### config.mk
export PLATFORM = sky130hd
export DESIGN_NAME = power_frame_reduce
export DESIGN_NICKNAME = d
export VERILOG_FILES = /design/src/rtl/fft_pkg.sv /design/src/rtl/power_beat_reduce.sv /design/src/rtl/power_frame_reduce.sv
export SDC_FILE = /design/constraint.sdc
export NUM_CORES = 1
export LEC_CHECK = 0
export CAP_MARGIN = 20
export CORE_AREA = 2 2 224 226
export CTS_CLUSTER_DIAMETER = 80
export DETAILED_ROUTE_END_ITERATION = 12
export DIE_AREA = 0 0 226 228
export GPL_TIMING_DRIVEN = 0
export PLACE_DENSITY = 0.76
export SYNTH_ARGS = -nofsm -noshare
export SYNTH_HDL_FRONTEND = slang
export SYNTH_HIERARCHICAL = 1
export SYNTH_SLANG_ARGS = --single-unit
### constraint.sdc
create_clock -name clk -period 7.25 [get_ports clk]
set_input_delay 1.0875 -clock clk [delete_from_list [all_inputs] [get_ports clk]]
set_output_delay 1.0875 -clock clk [all_outputs]
set_load 0.01 [all_outputs]
### src/rtl/fft_pkg.sv
// Shared constants, bin type and frame FSM state encoding for the power path.
package fft_pkg;

    localparam int POWER_W = 53;
    localparam int IDX_W   = 11;

    // Peak location: {column, column index, lane}
    typedef logic [13:0] bin_t;

    typedef enum logic {
        ST_IDLE  = 1'b0,
        ST_ACCUM = 1'b1
    } frame_state_t;

endpackage

### src/rtl/power_beat_reduce.sv
// Registered 8-to-1 reduction of one power beat: sample sum, maximum and
// the bin of that maximum. Ties go to the lowest bin (col1 lanes 0..3, then
// col2 lanes 0..3). Max/bin logic exists only with POWER_PEAK_DETECT_EN.
module power_beat_reduce
    import fft_pkg::*;
#(
    parameter int DATA_WIDTH = POWER_W
) (
    input  logic                       clk,
    input  logic                       rst,
    input  logic                       in_valid,
    input  logic [3:0][DATA_WIDTH-1:0] in_col1,
    input  logic [3:0][DATA_WIDTH-1:0] in_col2,
    input  logic [IDX_W-1:0]           in_idx_col1,
    input  logic [IDX_W-1:0]           in_idx_col2,
    output logic                       red_valid,
    output logic [DATA_WIDTH+2:0]      red_sum,
    output logic                       red_sync
`ifdef POWER_PEAK_DETECT_EN
    ,
    output logic [DATA_WIDTH-1:0]      red_max,
    output bin_t                       red_bin
`endif
);

    localparam int SUM_W = DATA_WIDTH + 3;

    logic [SUM_W-1:0] sum_c;

    // Eight-sample sum, widened so it can never overflow
    always_comb begin
        sum_c = '0;
        for (int l = 0; l < 4; l++) begin
            sum_c = sum_c + SUM_W'(in_col1[l]) + SUM_W'(in_col2[l]);
        end
    end

`ifdef POWER_PEAK_DETECT_EN
    logic [DATA_WIDTH-1:0] max_c;
    bin_t                  bin_c;

    // Scan in bin order, replacing only on strictly greater so ties keep the lowest bin
    always_comb begin
        max_c = in_col1[0];
        bin_c = {1'b0, in_idx_col1, 2'd0};
        for (int l = 1; l < 4; l++) begin
            if (in_col1[l] > max_c) begin
                max_c = in_col1[l];
                bin_c = {1'b0, in_idx_col1, 2'(l)};
            end
        end
        for (int l = 0; l < 4; l++) begin
            if (in_col2[l] > max_c) begin
                max_c = in_col2[l];
                bin_c = {1'b1, in_idx_col2, 2'(l)};
            end
        end
    end

    // Register the max/bin of each valid beat
    always_ff @(posedge clk) begin
        if (rst) begin
            red_max <= '0;
            red_bin <= '0;
        end else if (in_valid) begin
            red_max <= max_c;
            red_bin <= bin_c;
        end
    end
`else
    logic unused_idx_col2;
    assign unused_idx_col2 = ^in_idx_col2;
`endif

    // Register the sum, the frame-start marker and the beat valid
    always_ff @(posedge clk) begin
        if (rst) begin
            red_valid <= 1'b0;
            red_sum   <= '0;
            red_sync  <= 1'b0;
        end else begin
            red_valid <= in_valid;
            if (in_valid) begin
                red_sum  <= sum_c;
                red_sync <= (in_idx_col1 == '0);
            end
        end
    end

endmodule

### src/rtl/power_frame_reduce.sv
// Frame reduction of power beats: energy sum, peak value and peak bin over
// BEATS_PER_FRAME beats, with a held valid/ready result, sticky overrun and
// sticky resync flags. Peak tracking is built only when POWER_PEAK_DETECT_EN
// is defined; otherwise out_peak and out_peak_bin read 0.
module power_frame_reduce
    import fft_pkg::*;
#(
    parameter int DATA_WIDTH      = POWER_W,
    parameter int BEATS_PER_FRAME = 512,
    parameter int ACC_WIDTH       = DATA_WIDTH + 3 + $clog2(BEATS_PER_FRAME)
) (
    input  logic                       clk,
    input  logic                       rst,
    input  logic                       in_valid,
    input  logic [3:0][DATA_WIDTH-1:0] in_col1,
    input  logic [3:0][DATA_WIDTH-1:0] in_col2,
    input  logic [IDX_W-1:0]           in_idx_col1,
    input  logic [IDX_W-1:0]           in_idx_col2,
    output logic                       out_valid,
    input  logic                       out_ready,
    output logic [ACC_WIDTH-1:0]       out_energy,
    output logic [DATA_WIDTH-1:0]      out_peak,
    output bin_t                       out_peak_bin,
    output logic                       overrun,
    output logic                       sync_err
);

    localparam int CNT_W = $clog2(BEATS_PER_FRAME);
    localparam logic [CNT_W-1:0] LAST_BEAT = CNT_W'(BEATS_PER_FRAME - 1);

    logic                  red_valid;
    logic [DATA_WIDTH+2:0] red_sum;
    logic                  red_sync;

    frame_state_t          state;
    logic [CNT_W-1:0]      beat_cnt;
    logic [ACC_WIDTH-1:0]  acc_energy;

    logic                  restart;
    logic                  first_beat;
    logic                  frame_done;
    logic [ACC_WIDTH-1:0]  next_energy;

`ifdef POWER_PEAK_DETECT_EN
    logic [DATA_WIDTH-1:0] red_max;
    bin_t                  red_bin;
    logic [DATA_WIDTH-1:0] acc_peak;
    bin_t                  acc_bin;
    logic [DATA_WIDTH-1:0] next_peak;
    bin_t                  next_bin;
`endif

    power_beat_reduce #(
        .DATA_WIDTH (DATA_WIDTH)
    ) u_reduce (
        .clk         (clk),
        .rst         (rst),
        .in_valid    (in_valid),
        .in_col1     (in_col1),
        .in_col2     (in_col2),
        .in_idx_col1 (in_idx_col1),
        .in_idx_col2 (in_idx_col2),
        .red_valid   (red_valid),
        .red_sum     (red_sum),
        .red_sync    (red_sync)
`ifdef POWER_PEAK_DETECT_EN
        ,
        .red_max     (red_max),
        .red_bin     (red_bin)
`endif
    );

    // A frame-start beat arriving mid-frame restarts the frame from that beat
    always_comb begin
        restart     = red_valid && red_sync && (beat_cnt != '0);
        first_beat  = (state == ST_IDLE) || restart;
        frame_done  = red_valid && !restart && (state == ST_ACCUM) && (beat_cnt == LAST_BEAT);
        next_energy = first_beat ? ACC_WIDTH'(red_sum) : acc_energy + ACC_WIDTH'(red_sum);
    end

    // Frame FSM, energy accumulator and the held result with its handshake
    always_ff @(posedge clk) begin
        if (rst) begin
            state      <= ST_IDLE;
            beat_cnt   <= '0;
            acc_energy <= '0;
            sync_err   <= 1'b0;
            out_valid  <= 1'b0;
            out_energy <= '0;
            overrun    <= 1'b0;
        end else begin
            if (red_valid) begin
                if (frame_done) begin
                    state      <= ST_IDLE;
                    beat_cnt   <= '0;
                    acc_energy <= '0;
                end else begin
                    state      <= ST_ACCUM;
                    beat_cnt   <= restart ? CNT_W'(1) : beat_cnt + CNT_W'(1);
                    acc_energy <= next_energy;
                end
                if (restart) begin
                    sync_err <= 1'b1;
                end
            end
            if (frame_done) begin
                out_valid  <= 1'b1;
                out_energy <= next_energy;
                if (out_valid && !out_ready) begin
                    overrun <= 1'b1;
                end
            end else if (out_valid && out_ready) begin
                out_valid <= 1'b0;
            end
        end
    end

`ifdef POWER_PEAK_DETECT_EN
    // Strictly-greater update keeps the earliest beat on equal peaks
    always_comb begin
        if (first_beat || (red_max > acc_peak)) begin
            next_peak = red_max;
            next_bin  = red_bin;
        end else begin
            next_peak = acc_peak;
            next_bin  = acc_bin;
        end
    end

    // Peak tracker and its output registers, loaded alongside the energy
    always_ff @(posedge clk) begin
        if (rst) begin
            acc_peak     <= '0;
            acc_bin      <= '0;
            out_peak     <= '0;
            out_peak_bin <= '0;
        end else if (red_valid) begin
            if (frame_done) begin
                acc_peak     <= '0;
                acc_bin      <= '0;
                out_peak     <= next_peak;
                out_peak_bin <= next_bin;
            end else begin
                acc_peak <= next_peak;
                acc_bin  <= next_bin;
            end
        end
    end
`else
    assign out_peak     = '0;
    assign out_peak_bin = '0;
`endif

endmodule

## After elaboration in Yosys (flattened, before gate mapping)

Cells that the tools add are included.

- Add/sub/neg operators: 9
- $mul: 0
- Divide/modulo/power cells: 0
- Order comparisons: 0
- Equality and inequality tests: 1
- Shift-type cells: 0
- Muxes and demuxes: 7
- Bitwise operators: 1
- Reductions and logical operators: 15

Operators by type and width:

| operator | number |
|---|---|
| adder 56 x 53 -> 56 bit | 6 |
| 2-to-1 mux 65 bit | 2 |
| adder 65 x 56 -> 65 bit | 1 |
| adder 53 x 53 -> 54 bit | 1 |
| 2-to-1 mux 9 bit | 2 |
| logical NOT 11 bit | 1 |
| adder 9 x 1 -> 9 bit, second input constant | 1 |
| equality test 9 bit, second input constant | 1 |
| nonzero test 9 bit | 1 |
| logical AND 1 bit | 7 |
| AND reduction 2 bit | 2 |
| 2-to-1 mux 1 bit | 3 |
| logical NOT 1 bit | 2 |
| nonzero test 2 bit | 1 |
| logical OR 1 bit | 1 |
| NOT 1 bit | 1 |

- Flip-flop bits (word level): 201
- Latch bits: 0
- Bits in writable memories: 0
- Memory bits (read-only): 0
- Input port bits: 450
- Output and inout port bits: 135
- Logic and storage cells: 43
- Memories kept: 0

## Logic depth before layout (Yosys ltp)

Gate-level depths: netlist of the first run.

- Depth in word-level cells: 7
- Depth in mapped cells: 21
- Gate-level depth less buffers: 21

## By module

Netlist of the first run, hierarchy kept.

By module, submodules not included:

| module | times used | cells each | area each (um^2) | seq. area each (um^2) |
|---|---|---|---|---|
| power_beat_reduce | 1 | 1670 | 14048.5 | 1161.1 |
| power_frame_reduce | 1 | 1284 | 9859.5 | 2862.7 |

## Worst setup path after synthesis of the first run

No wires, ideal clock.

- Kind: input to register
- Start: input port in_col1[13] (netlist bit)
- End: register u_reduce.red_sum[52]
- Library setup time: 117 ps
- Arrival: 5666 ps
- Data required time: 7133 ps
- Setup slack: 1467 ps
- Stages on the path: 20
- Path buffers: 1
- Cells stage by stage: inv_1 > fa_1 > inv_1 > fa_1 > fa_1 > inv_1 > fa_1 > inv_1 > ha_1 > buf_6 > a221o_1 > a311o_1 > nand3_2 > a41oi_2 > a31oi_4 > o211ai_2 > nand3_2 > a21oi_2 > or3_1 > a32o_1

- Longest elaborated chain between the ends: 7

RTL lines:

| element | line | source |
|---|---|---|
| start: declaration | power_frame_reduce.sv:15 | `input logic [3:0][DATA_WIDTH-1:0] in_col1,` |
| adder 53 x 53 -> 54 bit | power_beat_reduce.sv:34 | `sum_c = sum_c + SUM_W'(in_col1[l]) + SUM_W'(in_col2[l]);` |
| adder 56 x 53 -> 56 bit (6 in series) | power_beat_reduce.sv:34 |  |
| end signal: assignment | power_beat_reduce.sv:84 | `red_sum <= sum_c;` |
| end: declaration | power_beat_reduce.sv:17 | `output logic [DATA_WIDTH+2:0] red_sum,` |

No other way between the ends.
A chain may end at the register's enable or synchronous reset.

## Worst setup path in the final report of the first run

- Start: input port in_col1[17] (netlist bit)
- End: register u_reduce.red_sum[51]

The elaborated chain is that of the path after synthesis.

==> results of run 1 <==
-- cells by family (layout without fill, tap and decap cells) --
group | after synthesis | after routing | share of synthesized area
adder cells (fa/ha/maj) | 433 | 433 | 0.3265
AND/OR/NAND/NOR | 634 | 634 | 0.1245
other | 1 | 67 | 0.0001569
flip-flops | 201 | 201 | 0.1683
multiplexers | 49 | 49 | 0.02057
AO/OA/AOI/OAI | 607 | 607 | 0.1652
buffers and inverters | 938 | 1486 | 0.1615
XOR/XNOR | 91 | 91 | 0.03334
-- metrics by stage --
step                cells  utilization  setup slack (ns)  total power, mW
floorplan            3020            -             1.467            7.563
global placement     4198       0.6091            0.1494            9.466
detailed placement   4198       0.6091            0.1847            9.543
CTS                  4239       0.6239            0.6913            10.75
global route         4240       0.6242            0.2682            11.92
finish               4240       0.6242            0.6441            10.72
-- state kept, by name, indices dropped and copies added (netlist names) --
register	flops
out_energy	65
out_valid	1
sync_err	1
beat_cnt	9
state	1
u_reduce/red_sync	1
u_reduce/red_sum	56
u_reduce/red_valid	1
overrun	1
acc_energy	65
-- critical path, cell delays in order --
cell and delay (ns):
clkdlybuf4s50_1 0.46, inv_1 0.07, fa_1 0.53, inv_1 0.05
fa_1 0.52, fa_1 0.55, inv_1 0.05, fa_1 0.52
inv_1 0.04, ha_1 0.26, clkbuf_1 0.28, nand4_1 0.17
nor3_1 0.45, nand4_1 0.16, o2bb2ai_1 0.36, nor2_1 0.19
o21ai_0 0.40, nand2b_1 0.24, o211a_1 0.23, mux2i_1 0.09
a311o_1 0.31
-- area by class of cell --
type / instances / area share
Buffer: 172 / 0.03201
Clock buffer: 28 / 0.01994
Clock inverter: 13 / 0.003696
Inverter: 766 / 0.09334
Multi-Input combinational cell: 1881 / 0.5282
Sequential cell: 201 / 0.1306
Tap cell: 672 / 0.02729
Timing Repair Buffer: 507 / 0.1649
-- layer usage --
layer	global-route usage	up-vias	part of all wire
met2	0.4852	785	0.49
met4	0.07512	2	0.028
li1	-	10430	-
met5	0	-	0.00016
met3	0.04341	117	0.078
met1	0.3550	10270	0.41
-- power breakdown --
group	internal (mW)	leakage, nW	switching (mW)
Clock	0.645	0.357	0.507
Combinational	3.44	12.9	4.75
Sequential	1.25	1.63	0.127
Total	5.34	14.9	5.38
-- how the worst max path moves through the flow --
stage                      startpoint                                end  cells after the start
final                     in_col1[17]  u_reduce/red_sum[51]$_SDFFE_PP0P_                     21
after global routing      in_col1[17]  u_reduce/red_sum[51]$_SDFFE_PP0P_                     21
after CTS                 in_col1[17]  u_reduce/red_sum[51]$_SDFFE_PP0P_                     21
after detailed placement  in_col1[17]  u_reduce/red_sum[51]$_SDFFE_PP0P_                     21
after global placement    in_col1[17]  u_reduce/red_sum[51]$_SDFFE_PP0P_                     21
after floorplan           in_col1[13]  u_reduce/red_sum[52]$_SDFFE_PP0P_                     20
-- synth_stat cells, types with 10 or more instances --
cell type,n,area share
a21o_1,54,0.017
nand3_1,32,0.0067
fa_1,318,0.27
a211oi_1,40,0.013
o21bai_1,15,0.0047
nand2_1,201,0.032
nor2_1,193,0.030
buf_4,69,0.022
xor2_1,37,0.014
nand3b_1,12,0.0038
o21a_1,13,0.0041
o22ai_1,16,0.0042
ha_1,115,0.060
nor3_1,37,0.0077
nor4_1,14,0.0037
clkbuf_1,81,0.013
a31oi_1,22,0.0058
o211ai_1,15,0.0047
nor2b_1,11,0.0029
a22oi_1,13,0.0041
nor3b_1,10,0.0031
and3_1,34,0.0089
inv_1,765,0.12
a21oi_1,195,0.041
dfxtp_1,201,0.17
xnor2_1,54,0.020
mux2i_1,48,0.020
or3_1,11,0.0029
o21ai_0,120,0.025
nand4_1,37,0.0097
==> results.toml, run 1 <==
[grt]
antenna_found_initial = 2
grt_max_degree = 16
grt_overflow = 0
grt_usage = 0.2777
grt_pass1_vias = 21940
grt_pass1_wl_um = 113700

[timing]
fin_worst_skew_ns = 0.01137
rsz0062_at_grt = "false"
setup_violations = 0
maxSlewViolCount = 0
fin_crit_ns = 6.606
slew_headroom = 0.2144
worstMarginPinSlew_ns = 1.174
finalHoldViolations = 0
holdWs_ns = 0.4536
timing.final.crit_share = 0.9112
fin_tns_setup_ns = 0
max_freq_mhz = 151.4

[synth]
synth_cells = 2954
async_flop_share = 0
yosysUniqueCellTypes = 101
ys_ff_latch = 201
syn_area_um2 = 23910
synth_area_per_cell_um2 = 8.093
synth-edff-count = 0
ys_seq_area_frac = 0.1683
synth_top_flop_cell = "dfxtp_1"
synth_warnings = 6

[critical_path]
cp_max_fo = 7
path_class = "in -> reg"
r2r_start = "beat_cnt[0]$_SDFFE_PP0P_"
worst-r2r-cell-count = 12
critPathLaunchType = "primary input"
r2r-end = "acc_energy[33]$_SDFFE_PP0P_"
rrSetupSlack_ns = 3.07
worstPathArrival_ns = 7.02
crit_required_ns = 7.66
endpoint_kind = "flop"

[clock_tree]
clock_latency_ns = 0.52
path_clk_slew_ns = 0.06
htree_levels = 1
clock_sinks = 201
cts.path.max_buffers = 3
cts_resized = 0
cts_buffers = 23
post_cts_buffers = 0
cts_tree = "built"
cts_hold_buf = 0
clockRootBuffer = "clkbuf_16"

[flow_run]
cap_viol_max_count = 0

[power]
ir_worst_vdd_mv = 0.2668
power_density_nw_per_um2 = 348.1
p_leak_nw = 14.90

[drt]
ant_nets = 0
dr.pass1.iters = 6
route.detailed.drc = 0
via_per_inst = 5.094
drtIter0Drc = 1232
routedWlPerCell_um = 16.73
wl_um = 70950
num_vias = 21600

[placed_design]
place_area_um2 = 30060
gp_congestion = 0.9597
place_hpwl_um = 59770
portBuffers = 506

[hold_path]
worstHoldPathCells = 2
min_to = "out_energy[11]$_SDFFE_PP0P_"
hold_class = "reg -> reg"
holdCritStartpoint = "out_energy[11]$_SDFFE_PP0P_"

[floorplanning]
start_util = 0.4845
io_pins = 585
core_area_um2 = 49350
chipWidth_um = 226
placementRows = 82
die_area_um2 = 51530
die_h_um = 228

[layout]
fillCellCount = 4385
mostFrequentLayoutCells = "inv_1 (765), clkdlybuf4s50_1 (506), fa_1 (318)"
post-route-cell-area_um2 = 30800
multi_input_area_um2 = 16270
fin_nets = 4435
layout_commonest_cell = "inv_1"
area_growth_pct = 28.85
seq_area_um2 = 4024
antenna_cells = 0
drive_above_1_share = 0.04905

[outcome]
outcome = "finished, final reports clean"
Power figures use the tool's default switching activity.
==> run 2, diff against run 1 <==
--- a/config.mk
+++ b/config.mk
@@ -5,13 +5,15 @@
 export SDC_FILE = /design/constraint.sdc
 export NUM_CORES = 1
 export LEC_CHECK = 0
+export ABC_AREA = 1
 export CAP_MARGIN = 20
-export CORE_AREA = 2 2 224 226
+export CORE_ASPECT_RATIO = 0.8
+export CORE_MARGIN = 2
+export CORE_UTILIZATION = 54
 export CTS_CLUSTER_DIAMETER = 80
 export DETAILED_ROUTE_END_ITERATION = 12
-export DIE_AREA = 0 0 226 228
 export GPL_TIMING_DRIVEN = 0
-export PLACE_DENSITY = 0.76
+export PLACE_DENSITY = 0.81
 export SYNTH_ARGS = -nofsm -noshare
 export SYNTH_HDL_FRONTEND = slang
 export SYNTH_HIERARCHICAL = 1
==> results.toml, run 2 <==
[critical_path]
crit_chain = "clkdlybuf4s50_1, inv_1, fa_1, inv_1, fa_1, fa_1, inv_1, fa_1, inv_1, ha_1, nand2_1, inv_1, a21oi_1, o21ai_0, a21oi_1, nand3_1, nand2_1, nand3_1, nand2_1, inv_1"
worstPathArrival_ns = 5.99
crit_required_ns = 7.68
slowest_stage = "fa_1"
critPathLaunchType = "primary input"
path_class = "in -> reg"
slowest_delay_ns = 0.55
cp_common_cell = "inv_1"
endpoint_kind = "flop"
cp_max_fo = 5

[timing]
fin_crit_ns = 5.556
max_freq_mhz = 180.0
setup_ws_ns = 1.694
rsz0062_at_grt = "false"
setup_violations = 0
fin_tns_setup_ns = 0
slew_headroom = 0.2527
worstMarginPinSlew_ns = 1.121
maxSlewViolCount = 0
finalHoldViolations = 0
timing.final.crit_share = 0.7664
fin_worst_skew_ns = 0.03507

[layout]
layout_commonest_cell = "inv_1"
mostFrequentLayoutCells = "inv_1 (1357), nand2_1 (1243), clkdlybuf4s50_1 (506)"
fin_nets = 5914
drive_above_1_share = 0.04400
reg.largest.list = "acc_energy (65), out_energy (65), u_reduce/red_sum (56)"
antenna_cells = 0
fin_util = 0.6817
post-route-cell-area_um2 = 34780
area_growth_pct = 24.63

[grt]
grt_pass1_vias = 27610
grt_usage = 0.3580
grt_pass1_wl_um = 148200
grt_overflow = 0
antenna_found_initial = 1
grt_max_degree = 17

[outcome]
outcome = "finished, final reports clean"

[placed_design]
place_ws_ns = 1.251
portBuffers = 506
place_area_um2 = 34070
gp_congestion = 0.9924
place_hpwl_um = 84410

[synth]
ys_ff_latch = 201
synth_warnings = 6
yosys.area.top_type = "fa_1"
async_flop_share = 0
synth_cells = 4436
yosys-top-cells-area = "fa_1 (23%), inv_1 (18%), nand2_1 (17%)"
ys_seq_area_frac = 0.1442
post-synth-top-area-fraction = 0.2281
yosysUniqueCellTypes = 42
synth_area_per_cell_um2 = 6.290
syn_area_um2 = 27900
synth_most_common_cell = "inv_1"
synth_top_flop_cell = "dfxtp_1"
synth-edff-count = 0
synth_common_cells = "inv_1 (1357), nand2_1 (1243), fa_1 (318)"

[drt]
wl_um = 95840
ant_nets = 0
via_per_inst = 4.895
dr.pass1.iters = 5
routedWlPerCell_um = 16.73
drtIter0Drc = 2848
num_vias = 28040
route.detailed.drc = 0

[flow_run]
cap_viol_max_count = 0

[hold_path]
hold_class = "reg -> reg"

[clock_tree]
cts.path.max_buffers = 3
cts_buffers = 20
cts_hold_buf = 0
cts_resized = 0
path_clk_slew_ns = 0.07
clock_sinks = 201
cts_tree = "built"
post_cts_buffers = 0
clock_latency_ns = 0.55
clockRootBuffer = "clkbuf_16"
htree_levels = 1

[power]
ir_worst_vdd_mv = 0.3305
power_density_nw_per_um2 = 362.6
p_leak_nw = 19.27
power_mw = 12.61

[floorplanning]
placementRows = 74
io_pins = 585
core_area_um2 = 51020
start_util = 0.5470
chipWidth_um = 258.2
die_h_um = 207.3
die_area_um2 = 53520
-- run 2: changes by cell type in the layout (fill, tap and decap cells not counted), moves of 23 or more --
cell / before / now
and3_1: 34 / 0
nor2_1: 193 / 297
nand3_1: 32 / 247
or2_2: 6 / 37
inv_1: 765 / 1357
a21oi_1: 195 / 172
nand2_1: 201 / 1243
a211oi_1: 40 / 1
a21o_1: 54 / 0
clkbuf_1: 84 / 36
o21ai_0: 120 / 75
mux2i_1: 48 / 0
xor2_1: 37 / 13
-- run 2: kinds of logic (layout without fill, tap and decap cells) --
group / count (synthesis) / count (layout) / synth area share
compound gates: 312 / 312 / 0.06004
xor+xnor: 48 / 48 / 0.01507
fa+ha+maj: 433 / 433 / 0.2797
buf+inv: 1499 / 2042 / 0.2131
flops: 201 / 201 / 0.1442
other cells: 1 / 67 / 0.0001344
simple gates: 1942 / 1942 / 0.2878
-- run 2: path summary, 6_finish.rpt --
check	startpoint	cells past startpoint	end	slack, ns
worst min register to register	out_energy[40]$_SDFFE_PP0P_	2	out_energy[40]$_SDFFE_PP0P_	0.45
worst max register to register	beat_cnt[0]$_SDFFE_PP0P_	13	out_energy[47]$_SDFFE_PP0P_	4.28
worst max-delay path	in_col1[42]	20	u_reduce/red_sum[47]$_SDFFE_PP0P_	1.69
worst min-delay path	out_energy[40]$_SDFFE_PP0P_	2	out_energy[40]$_SDFFE_PP0P_	0.45
-- run 2: critical path, delay by kind of cell --
| family | cells | cell delay [ns] |
|---|---|---|
| buffers and inverters | 7 | 0.81 |
| and+or+nand+nor | 5 | 0.72 |
| adders and majority gates | 5 | 2.47 |
| AOI/OAI and AO/OA | 3 | 0.87 |
-- run 2: per-layer routing --
| layer | share of wire | track usage | vias to the layer above |
|---|---|---|---|
| li1 | - | - | 13860 |
| met1 | 0.44 | 0.5099 | 12890 |
| met2 | 0.42 | 0.5496 | 1161 |
| met3 | 0.11 | 0.08046 | 131 |
| met4 | 0.027 | 0.09209 | 0 |
| met5 | 0 | 0 | - |
-- run 2: final cells by class --
type	count	area [um^2]
multi-input cells	2802	18180
clock inverters	10	107.6
plain buffers	133	818.3
flip-flops and latches	201	4024
inverters	1366	5127
well taps	684	855.8
fillers	4484	16240
repair buffers	507	5080
clock buffers	26	583.1
-- run 2: where the power goes --
part	internal, mW	switching [mW]
sequential	1.26	0.183
combinational	3.48	6.57
clock	0.613	0.512
total	5.35	7.26
-- run 2: metrics by stage --
step / hold slack, ns / instances
5_1_grt: 0.4761 / 5729
6_report: 0.4526 / 5729
3_5_place_dp: 0.4410 / 5692
4_1_cts: 0.4545 / 5728
2_1_floorplan: 0.4453 / 4502
3_3_place_gp: 0.4383 / 5692
